[config.mk]
export PLATFORM = sky130hd
export DESIGN_NAME = mmio_gpio_timer
export DESIGN_NICKNAME = d
export VERILOG_FILES = /design/src/rtl/mmio_gpio_timer.sv
export SDC_FILE = /design/constraint.sdc
export NUM_CORES = 1
export LEC_CHECK = 0
export CAP_MARGIN = 5
export CORE_ASPECT_RATIO = 0.5
export CORE_UTILIZATION = 54
export CTS_CLUSTER_DIAMETER = 40
export DETAILED_ROUTE_END_ITERATION = 8
export PLACE_DENSITY = 0.81
export SKIP_CTS_REPAIR_TIMING = 1
export SYNTH_ARGS = -nofsm -noshare
export SYNTH_HDL_FRONTEND = slang
export SYNTH_SLANG_ARGS = --single-unit
[constraint.sdc]
create_clock -name clk -period 3 [get_ports clk]
set_input_delay 0.6 -clock clk [delete_from_list [all_inputs] [get_ports clk]]
set_output_delay 0.6 -clock clk [all_outputs]
set_load 0.05 [all_outputs]
[src/rtl/mmio_gpio_timer.sv]
// mmio_gpio_timer
// Word-addressed peripheral on the data-RAM bus. It provides the following:
//   - debounced switch inputs
//   - an LED output register
//   - a 32-bit down-count timer with a level interrupt
//   - a write-1-to-clear status register
// Reads are combinational and zero-wait.
// The SOPC selects data_o whenever hit_o is high.

module mmio_gpio_timer #(
    parameter logic [31:0] BASE_ADDR       = 32'h0000_1000,
    parameter logic [15:0] DEBOUNCE_CYCLES = 16'd1000,
    parameter int          SW_W            = 12
) (
    input  logic            clk,
    input  logic            rst,
    input  logic            ce,
    input  logic            we,
    input  logic [31:0]     addr,
    input  logic [31:0]     data_i,
    output logic [31:0]     data_o,
    output logic            hit_o,
    input  logic [SW_W-1:0] switch_on,
    output logic [31:0]     led_out,
    output logic            irq_o
);

    // Word offsets within the 256-byte window (addr[7:2])
    localparam logic [5:0] W_SWITCH = 6'h00;
    localparam logic [5:0] W_LED    = 6'h01;
    localparam logic [5:0] W_CTRL   = 6'h02;
    localparam logic [5:0] W_LOAD   = 6'h03;
    localparam logic [5:0] W_COUNT  = 6'h04;
    localparam logic [5:0] W_STATUS = 6'h05;

    logic [5:0]      word;
    logic            wr_en;
    logic            rd_en;

    logic [SW_W-1:0] sw_s1;
    logic [SW_W-1:0] sw_s2;
    logic [SW_W-1:0] smp_prev;
    logic [SW_W-1:0] sw_deb;
    logic [15:0]     smp_cnt;
    logic            smp_tick;
    logic            sw_update;

    logic [2:0]      ctrl;
    logic [31:0]     load_val;
    logic [31:0]     count;
    logic [31:0]     count_nxt;
    logic            expire_set;
    logic            expired;
    logic            sw_chg;
    logic            load_wr;
    logic            status_wr;
    logic [31:0]     rd_mux;

    // The low address bits select bytes, which this word-only block ignores
    logic            unused_addr;
    assign unused_addr = ^addr[1:0];

    assign hit_o     = ce & (addr[31:8] == BASE_ADDR[31:8]);
    assign word      = addr[7:2];
    assign wr_en     = hit_o & we;
    assign rd_en     = hit_o & ~we;
    assign load_wr   = wr_en & (word == W_LOAD);
    assign status_wr = wr_en & (word == W_STATUS);

    // Two-flop synchronizer for the raw switch inputs
    always_ff @(posedge clk) begin
        if (rst) begin
            sw_s1 <= '0;
            sw_s2 <= '0;
        end else begin
            sw_s1 <= switch_on;
            sw_s2 <= sw_s1;
        end
    end

    assign smp_tick  = (smp_cnt == DEBOUNCE_CYCLES - 16'd1);
    // Two consecutive samples must agree before the debounced value moves.
    // A glitch shorter than one sample period can never appear in both samples.
    assign sw_update = smp_tick & (sw_s2 == smp_prev) & (sw_s2 != sw_deb);

    // Sample counter plus the debounced switch value
    always_ff @(posedge clk) begin
        if (rst) begin
            smp_cnt  <= '0;
            smp_prev <= '0;
            sw_deb   <= '0;
        end else begin
            if (smp_tick) begin
                smp_cnt  <= '0;
                smp_prev <= sw_s2;
            end else begin
                smp_cnt <= smp_cnt + 16'd1;
            end
            if (sw_update)
                sw_deb <= sw_s2;
        end
    end

    // Timer next-state.
    // A LOAD write pre-empts the decrement, including the expiry case.
    always_comb begin
        count_nxt  = count;
        expire_set = 1'b0;
        if (load_wr) begin
            count_nxt = data_i;
        end else if (ctrl[0]) begin
            if (count > 32'd1) begin
                count_nxt = count - 32'd1;
            end else if (count == 32'd1) begin
                expire_set = 1'b1;
                count_nxt  = ctrl[1] ? load_val : 32'd0;
            end
        end
    end

    // Bus-writable registers and the timer counter
    always_ff @(posedge clk) begin
        if (rst) begin
            led_out  <= '0;
            ctrl     <= '0;
            load_val <= '0;
            count    <= '0;
        end else begin
            if (wr_en && word == W_LED)
                led_out <= data_i;
            if (wr_en && word == W_CTRL)
                ctrl <= data_i[2:0];
            if (load_wr)
                load_val <= data_i;
            count <= count_nxt;
        end
    end

    // Status bits. A hardware set wins over a simultaneous write-1-to-clear.
    always_ff @(posedge clk) begin
        if (rst) begin
            expired <= 1'b0;
            sw_chg  <= 1'b0;
        end else begin
            expired <= expire_set | (expired & ~(status_wr & data_i[0]));
            sw_chg  <= sw_update  | (sw_chg  & ~(status_wr & data_i[1]));
        end
    end

    assign irq_o = ctrl[2] & expired;

    // Read mux. Unmapped offsets read as zero.
    always_comb begin
        rd_mux = 32'd0;
        case (word)
            W_SWITCH: rd_mux = {{(32-SW_W){1'b0}}, sw_deb};
            W_LED:    rd_mux = led_out;
            W_CTRL:   rd_mux = {29'd0, ctrl};
            W_LOAD:   rd_mux = load_val;
            W_COUNT:  rd_mux = count;
            W_STATUS: rd_mux = {30'd0, sw_chg, expired};
            default:  rd_mux = 32'd0;
        endcase
    end

    assign data_o = rd_en ? rd_mux : 32'd0;

endmodule

==> impl_metrics.csv, run 1 <==
group,metric,value,unit
outcome,violations,"DRC",
sta,worst_slew_pin_slew,847,ps
sta,clock.fmax,334,MHz
power_and_ir_drop,p_per_area,408,nW/µm²
route,drcViolationCount,7,
power_and_ir_drop,peakVddDrop,0.461,mV
floorplanning,core_area,15400,µm²
floorplanning,pin_count,146,
floorplanning,die_y,90.9,µm
yosys,ys_ff_latch,165,
sta,slew_violations,0,
grt,antenna_found_initial,0,
cells_and_area,finish.utilization,76.5,%
cells_and_area,drive_gt1_share,16.4,%
yosys,synthArstFlopShare,0,%
grt,grt-ovfl-total,0,
floorplanning,dieWidth,180,µm
yosys,yosysWarnings,0,
sta,period_needed,3000,ps
setup_path,crit_type,"primary input to output pin",
cells_and_area,fin_cells,1445,
yosys,synth_edf_count,0,
power_and_ir_drop,p_leak,4.58,nW
clock_tree,clkLatencyLatePin,430,ps
place,io_buffers,143,
yosys,ys_top_cells_by_count,"dfxtp_1 (165), nand2_1 (145), nor2_1 (145)",
yosys,syn_area,8530,µm²
clock_tree,htreeDepth,4,
yosys,syn-instance-count,1079,
setup_path,start_kind,"primary input",
yosys,seq_area_frac_synth,38.7,%
sta,setup_slack,2.75,ps
sta,finalHoldViolCount,0,
cells_and_area,areaGrowthSynthToFinish,38.2,%
grt,grt_pass1_vias,8341,
setup_path,critPathMaxFanout,17,
outcome,outcome,"complete, but fails checks",
cells_and_area,antenna_cells,0,
place,pre_cts_ws,-184,ps
grt,grtUsageTotal,31.3,%
sta,fin_tns_setup,0,ps
clock_tree,cts_tree,"yes",
setup_path,crit_required,2400,ps
setup_path,arrival,2400,ps
route,vias,8801,
place,gp_congestion,0.957,
yosys,yosysMostFrequentCell,"dfxtp_1",
grt,grt_start_max_net_pins,70,
route,drt_iter0_drc,991,
clock_tree,cts_buffers,17,
cells_and_area,fillerInstances,1067,
yosys,synthFlopType,"dfxtp_1",
sta,finalSetupViolCount,0,
route,post_drt_wl_per_cell,18.3,µm
route,drt-pass1-iter-count,9,
floorplanning,std_cell_rows,32,
yosys,synth_area_leader_cell,"dfxtp_1",
setup_path,setup.worst_path.end_class,"output pin",
clock_tree,clock_path_buffers,2,
floorplanning,initial_core_util,55.4,%
yosys,synth_area_leaders,"dfxtp_1 (39%), mux2i_1 (6.5%), nand2_1 (6.4%)",
clock_tree,cts-root-buf,"clkbuf_16",
setup_path,r2r_slack,190,ps
yosys,synth_nets,1162,
hold_path,hold_path_class,"flop to flop",
sta,slew-limit-headroom,43.1,%
clock_tree,cts.reportedPaths.clkPinSlew,60,ps
power_and_ir_drop,power,4.81,mW
place,dpl.cell_count,1409,
route,wl,26400,µm
floorplanning,dieArea,16300,µm²
grt,grt_pass1_wl,41300,µm
yosys,syn_avg_cell_area,7.91,µm²
sta,min_period_over_period,99.9,%
yosys,netlist.area_leader.share,38.7,%
clock_tree,clock-sinks,165,
route,antenna_left,0,
place,dpl.hpwl,17800,µm
yosys,ys_types,67,
sta,skew,12.0,ps
route,via_per_inst,6.09,
job,maxCapViolCount,0,
cells_and_area,fin_nets,1311,
## state kept, by name, indices dropped and copies added, names as in the netlist
signal    count
load_val     32
expired       1
smp_prev     12
smp_cnt      16
count        32
led_out      32
sw_deb       12
sw_s1        12
ctrl          3
sw_chg        1
sw_s2        12
## placed cells by master (no fill, tap or decap), types with 9 or more instances in the layout
cell and n:
nor3_1 30, and3_1 25, or3_1 10, o21ai_0 34, nor2_4 11, nor2_1 114, nor4_1 24, nand4_1 15
clkdlybuf4s50_1 80, a21oi_1 105, dfxtp_1 165, nand3_1 20, nor2b_1 24, nand2_1 145, dlymetal6s2s_1 28, clkbuf_16 18
a211oi_1 16, buf_12 44, xnor2_1 25, mux2i_1 55, inv_1 15, a222oi_1 9, xor2_1 22, nor2_2 20
a31oi_1 10, buf_4 54, mux2_2 9
## critical path, cell delays in order
cell	delay, ps
clkdlybuf4s50_1	450
nor3_2	150
nand3_1	140
nor3_2	210
buf_4	160
nand3_4	130
buf_12	200
nor2_2	170
buf_12	150
## power by group
part	internal [mW]	total (mW)	switching (mW)
combinational	0.136	0.256	0.119
clock	1.42	2.33	0.912
sequential	2.21	2.22	0.0139
## cells by family after synthesis
| logic type | after synthesis | share of synthesized area, % |
|---|---|---|
| xor+xnor | 47 | 4.82 |
| flops | 165 | 38.7 |
| mux | 64 | 7.64 |
| fa+ha+maj | 3 | 0.440 |
| buf+inv | 94 | 4.50 |
| simple gates | 489 | 28.0 |
| compound gates | 217 | 15.8 |
## layout make-up
type / count / area, µm² / share of cell area, %
inverters: 15 / 56.3 / 0.477
repair buffers: 209 / 2480 / 21.0
clock buffers: 21 / 450 / 3.82
well taps: 204 / 255 / 2.16
flip-flops and latches: 165 / 3300 / 28.0
clock inverters: 11 / 175 / 1.48
multi-input cells: 820 / 5080 / 43.1
## metrics by stage
step	instance area, µm²	hold WS, ps
final	11800	438
after global routing	11800	459
after CTS	11500	440
after detailed placement	10900	426
after global placement	10900	421
after floorplan	8580	414
## worst paths after layout
path	cells past startpoint	to	from
setup / recovery	9	data_o[14]	addr[22]
setup reg to reg	7	count[22]	count[12]
hold reg to reg	1	sw_s2[6]	sw_s1[6]
hold / removal	1	sw_s2[6]	sw_s1[6]
## routing by layer
layer	part of all wire, %	global-route usage, %
met4	2.3	10.4
met1	42	38.7
met3	8.3	7.54
met5	0	0
met2	48	53.7
No activity file was read; power rests on OpenSTA's default activity.
==> run 2, diff against run 1 <==
- SETUP_SLACK_MARGIN: unset -> 0.02
==> run 2 against run 1 <==
Against the previous run: final cell count barely moved; first-iteration DRC count fell by 8.1%; clock-buffer cell count fell by 4; setup slack got worse by 7.6 ps; sequential power barely moved; die area did not move; register-to-register slack improved by 30 ps; sequential share of layout area fell by 0.050 points; the flow finishes with violations (DRC, setup timing); final area rose by 0.18%.
==> impl_metrics.csv, run 2 (same netlist as run 1, synthesis figures left out) <==
group,metric,value,unit
outcome,outcome,"complete, but fails checks",
outcome,violations,"DRC, setup timing",
route,drt_iter0_drc,911,
cells_and_area,fin_cells,1446,
power_and_ir_drop,p_per_area,393,nW/µm²
setup_path,setup.worst_path.end_class,"output pin",
setup_path,arrival,2400,ps
sta,finalHoldWorstSlack,434,ps
sta,clock.fmax,333,MHz
sta,slew_violations,0,
cells_and_area,fillerInstances,1025,
clock_tree,htreeDepth,4,
grt,antenna_found_initial,2,
clock_tree,cts_tree,"yes",
place,dpl.hpwl,17600,µm
floorplanning,core_area,15400,µm²
grt,grt_pass1_vias,8441,
grt,grt_pass1_wl,41400,µm
grt,grtUsageTotal,31.4,%
hold_path,hold_path_class,"flop to flop",
grt,grt-ovfl-total,0,
floorplanning,die_y,90.9,µm
cells_and_area,fin_nets,1310,
sta,period_needed,3000,ps
clock_tree,clock_path_buffers,2,
sta,min_period_over_period,100,%
floorplanning,pin_count,146,
route,antenna_left,0,
place,dpl.cell_count,1405,
floorplanning,dieArea,16300,µm²
route,drt-pass1-iter-count,8,
sta,finalSetupViolCount,1,
floorplanning,std_cell_rows,32,
clock_tree,cts_buffers,17,
floorplanning,dieWidth,180,µm
place,io_buffers,143,
sta,skew,12.6,ps
job,maxCapViolCount,0,
sta,setup_slack,-4.84,ps
cells_and_area,multi_input_comb_area,5090,µm²
setup_path,critPathMaxFanout,8,
setup_path,crit_required,2400,ps
clock_tree,cts-root-buf,"clkbuf_16",
place,gp_congestion,0.951,
place,placed_area,10900,µm²
cells_and_area,reg_top3,"count (32), led_out (32), load_val (32)",
power_and_ir_drop,peakVddDrop,0.517,mV
cells_and_area,areaGrowthSynthToFinish,38.5,%
cells_and_area,design_area,11800,µm²
route,drcViolationCount,7,
power_and_ir_drop,p_leak,4.62,nW
cells_and_area,regArea,3300,µm²
floorplanning,initial_core_util,55.4,%
sta,finalHoldViolCount,0,
cells_and_area,drive_gt1_share,16.8,%
route,via_per_inst,6.07,
clock_tree,cts.reportedPaths.clkPinSlew,70,ps
cells_and_area,layout_common_cells,"dfxtp_1 (165), nand2_1 (144), nor2_1 (113)",
grt,grt_start_max_net_pins,82,
route,vias,8778,
clock_tree,clkLatencyLatePin,440,ps
cells_and_area,final_common_cell,"dfxtp_1",
setup_path,start_kind,"primary input",
clock_tree,clock-sinks,165,
sta,worst_slew_pin_slew,645,ps
route,wl,27000,µm
setup_path,crit_type,"primary input to output pin",
sta,slew-limit-headroom,56.6,%
sta,fin_tns_setup,-4.84,ps
route,post_drt_wl_per_cell,18.7,µm
-- run 2: cell count changes in the layout (fill, tap and decap cells not counted), sizes merged, moves of 2 or more --
| cell | before | now |
|---|---|---|
| diode | 0 | 2 |
| clkdlybuf4s50 | 80 | 78 |
| dlymetal6s2s | 28 | 30 |
| inv | 16 | 23 |
| bufinv | 4 | 1 |
| buf | 100 | 96 |
-- run 2: layout make-up --
class	instances	share of cell area, %
antenna	2	0.0423
clock buffer	17	3.60
clock inverter	15	1.21
inverter	15	0.476
multi-input combinational	820	43.1
sequential	165	27.9
tap	204	2.16
timing repair buffer	208	21.5
-- run 2: report_power, final --
group          internal, mW  total (mW)  switching (mW)
Sequential             2.21        2.22          0.0132
Clock                  1.16        2.16           0.999
Combinational         0.138       0.260           0.122
-- run 2: final timing paths --
path	from	end	slack, ps	cells after the start
max	addr[16]	data_o[14]	-5	8
min	sw_s1[7]	sw_s2[7]	430	1
max reg2reg	count[0]	count[19]	220	8
min reg2reg	sw_s1[7]	sw_s2[7]	430	1
-- run 2: metrics by stage --
step	utilization (%)	power [mW]	worst slack (ps)
after floorplan	-	2.36	-13.4
final	76.7	4.64	-4.84
after detailed placement	70.4	2.52	-221
after global placement	70.4	2.51	-200
after global routing	76.7	4.77	-114
after CTS	74.1	4.63	-235
-- run 2: worst max-delay path: stages --
cell	delay [ps]
dlymetal6s2s_1	160
nor4_2	310
nand4_1	200
nor3_2	300
nand3_4	250
clkbuf_16	260
nor2_2	160
buf_12	150
-- run 2: routing by layer --
layer / vias up / wire (µm) / share of wire, % / track usage [%]
li1: 4111 / - / - / -
met1: 4097 / 11000 / 41 / 39.8
met2: 479 / 12500 / 46 / 51.3
met3: 91 / 2720 / 10 / 8.31
met4: 0 / 790 / 2.9 / 11.4
met5: - / 0 / 0 / 0
==> run 3, diff against run 2 <==
- GPL_ROUTABILITY_DRIVEN: unset -> 1
==> results of run 3 <==
Final layout, timing and power as in run 2 (identical DEF).
